--- src/rtl/plant_timer.sv ---
// Saturating up-counter with enable, synchronous clear and registered reached-target flag.
// TARGET must be >= 1 and < 2**W.
module plant_timer #(
  parameter int unsigned W      = 16,
  parameter int unsigned TARGET = 1
) (
  input  logic clk,
  input  logic rst_n,
  input  logic en_i,
  input  logic clr_i,
  output logic hit_o
);

  logic [W-1:0] cnt_q, cnt_d;
  logic         hit_q, hit_d;

  always_comb begin
    cnt_d = cnt_q;
    if (clr_i) begin
      cnt_d = '0;
    end else if (en_i && (cnt_q != W'(TARGET))) begin
      cnt_d = cnt_q + W'(1);
    end
    hit_d = !clr_i && (cnt_d == W'(TARGET));
  end

  always_ff @(posedge clk or negedge rst_n) begin
    if (!rst_n) begin
      cnt_q <= '0;
      hit_q <= 1'b0;
    end else begin
      cnt_q <= cnt_d;
      hit_q <= hit_d;
    end
  end

  assign hit_o = hit_q;

endmodule

--- config.mk ---
export PLATFORM = sky130hd
export DESIGN_NAME = plant_timer
export DESIGN_NICKNAME = d
export VERILOG_FILES = /design/src/rtl/plant_timer.sv
export SDC_FILE = /design/constraint.sdc
export NUM_CORES = 1
export LEC_CHECK = 0
export CORE_UTILIZATION = 40
export CTS_CLUSTER_DIAMETER = 50
export DETAILED_ROUTE_END_ITERATION = 8
export GPL_TIMING_DRIVEN = 1
export PLACE_DENSITY = 0.64
export SKIP_CTS_REPAIR_TIMING = 1
export SYNTH_ARGS = -nofsm -noshare
export SYNTH_HDL_FRONTEND = slang
export SYNTH_SLANG_ARGS = --single-unit
export TNS_END_PERCENT = 20
--- constraint.sdc ---
create_clock -name clk -period 2 [get_ports clk]
set_clock_uncertainty 0.2 [all_clocks]
set_input_delay 0.3 -clock clk [delete_from_list [all_inputs] [get_ports clk]]
set_output_delay 0.3 -clock clk [all_outputs]
set_load 0.05 [all_outputs]
==> qor.txt <==
Outcome: complete, but fails checks
Failing checks: negative setup slack
Fin crit share: 101.2%
TritonCTS clock tree: yes
Register bit count reported by yosys: 17
Rel. slew slack: 67.54%
Routability cong.: 0.8696
Final setup margin: -0.02433 ns
Most common cell after layout, fill and taps aside: buf_4
Die ar.: 3038 um^2
Fmax: 494.0 MHz
Horiz. Die Dim: 55.12 um
Synth area leader: dfrtp_1
Slew Viols, Final: 0
Commonest cells after routing, fill and taps aside: 30 x buf_4, 18 x nor2_1, 17 x dfrtp_1
Clock Latency Late Sink: 0.30 ns
Post-synthesis area per instance: 8.957 um^2
FF+latch area: 425.4 um^2
Die H: 55.12 um
Worst slew pin tran: 0.4853 ns
Final WL: 2722 um
PortBufs: 4
EDFF count, synth: 0
CP Max Fanout: 4
Largest cells by area after synthesis: dfrtp_1 38%, xor2_1 6.2%, nor2_1 6.0%, nand4_1 5.0%, xnor2_1 4.7%
Ys async rst share: 100.0%
Max-cap violations: 0
Final std cells w/o fill: 183
Drt drc: 0
Critical Path RT: 2.01 ns
Cts bufs inserted: 3
Antenna Cells: 0
Vias: 1,040
# clock sinks: 17
Maximum clock path buffer count: 2
Largest net degree at the start of global routing: 18
Synth Instances: 126
Initial core utilization: 43.96%
YS warnings: 0
First-pass GRT wire length: 4305 um
Vias in the first global route: 1,000
H-tree depth: 1
P_leak: 0.6565 nW
Share of the synthesized area in the top cell type: 37.69%
Initial antenna violation count: 0
Critical Path End Type: flop
Placed cell count: 178
Router iterations before antenna repair: 4
PD cells: 481.9 nW/um^2
Area taken by multi-input logic gates: 673.1 um^2
CTS root buffer: clkbuf_4
Routed Antenna Nets: 0
HP Class: in2async
Clock slew at reported path FFs: 0.11 ns
Nets@finish: 160
Avg WL per Cell: 14.87 um
Crit path DAT: 2.03 ns
Total gr overflow: 0
Crit path kind: reg2reg
Dominant synthesized flop cell: dfrtp_1
Setup WS pre-CTS: -0.2912 ns
Core area: 2567 um^2
Rows: 18
Mapped cell area: 1129 um^2
# IOs: 5
Share of layout cells above drive strength 1: 30.72%
# fillers: 238
RSZ-0062 raised after global routing: yes
Final HPWL DP: 2049 um
Worst R2R Path Depth: 6
Setup TNS: -0.02433 ns
Net Count, Synth: 132
P&R area growth vs syn: 28.16%
Tmin final: 2.024 ns
Final hold vios: 0
Final instance area: 1446 um^2
Placed Instance Area: 1363 um^2
Register area share after synthesis: 37.69%
Vias/cell: 5.683
VDD IR max: 0.0003708 V
Yosys cell types: 40
Gr usage total: 20.47%
Setup crit start kind: flop
1st-iter DRT viols: 32
Final setup vio count: 1
## path summary, 6_finish.rpt
| path | from | endpoint | slack (ns) |
|---|---|---|---|
| min in group clk | cnt_q[10] | cnt_q[10] | 0.39 |
| min reg2reg | cnt_q[10] | cnt_q[10] | 0.39 |
| max | cnt_q[1] | hit_o | -0.02 |
| max reg2reg | cnt_q[1] | hit_o | -0.02 |
| min | rst_n | cnt_q[8] | 0.11 |
| max in group asynchronous | rst_n | cnt_q[13] | 1.30 |
## synthesized netlist by cell type (2+ instances only)
library cell  number
xor2_1             8
nor2b_1            2
nor2_1            18
a21oi_1            2
nand2_1           11
nor3_2             2
nand4_1            9
xnor2_1            6
o21ai_0            3
clkbuf_1           2
nand3_1            4
buf_2              3
nor4_1             4
ha_1               2
inv_1              4
dfrtp_1           17
buf_4              4
and3_1             3
## layout make-up
| cell class | count | share of cell area [%] |
|---|---|---|
| Timing Repair Buffer | 34 | 18.51 |
| Sequential cell | 17 | 29.41 |
| Clock inverter | 1 | 0.3460 |
| Clock buffer | 3 | 1.557 |
| Tap cell | 30 | 2.595 |
| Multi-Input combinational cell | 94 | 46.54 |
| Inverter | 4 | 1.038 |
## critical path, stage by stage (launching register included)
cell	delay, ns
dfrtp_1	0.38
ha_2	0.22
nand4_1	0.20
nor4_2	0.32
o311ai_2	0.12
a31o_1	0.22
nor4_2	0.27
## metrics by stage
stage                     hold slack, ns  utilization (%)  total power, mW
after floorplan                  -0.1956                -           0.4413
after global placement            0.3669            53.07           0.4974
after detailed placement          0.3782            53.07           0.5012
after CTS                         0.1126            54.14           0.6977
after global routing              0.1605            56.34           0.7285
final                             0.1065            56.34           0.6970
## power by group
part | switching, mW | internal, mW
logic | 0.0775 | 0.0658
clock network | 0.120 | 0.0746
registers | 0.00561 | 0.354
total | 0.203 | 0.494
## layer usage
metal	vias up	share of wire, %	global-route usage (%)
li1	496	-	-
met2	20	49	32.13
met4	0	1.8	12.08
met5	-	0	0
met3	6	3.3	3.005
met1	518	46	26.47
## kinds of logic after synthesis
| family | count (synthesis) | share of synthesized area (%) |
|---|---|---|
| DFF | 17 | 37.69 |
| buffers and inverters | 15 | 6.762 |
| adders and majority gates | 2 | 2.217 |
| and+or+nand+nor | 62 | 30.82 |
| muxes | 1 | 0.9977 |
| AOI/OAI and AO/OA | 15 | 10.64 |
| xor gates and xnor gates | 14 | 10.86 |
## flip-flops by register name, summed over array words and instances, names as in the netlist
register and flops:
cnt_q 16, hit_o 1
Power figures use the tool's default switching activity.
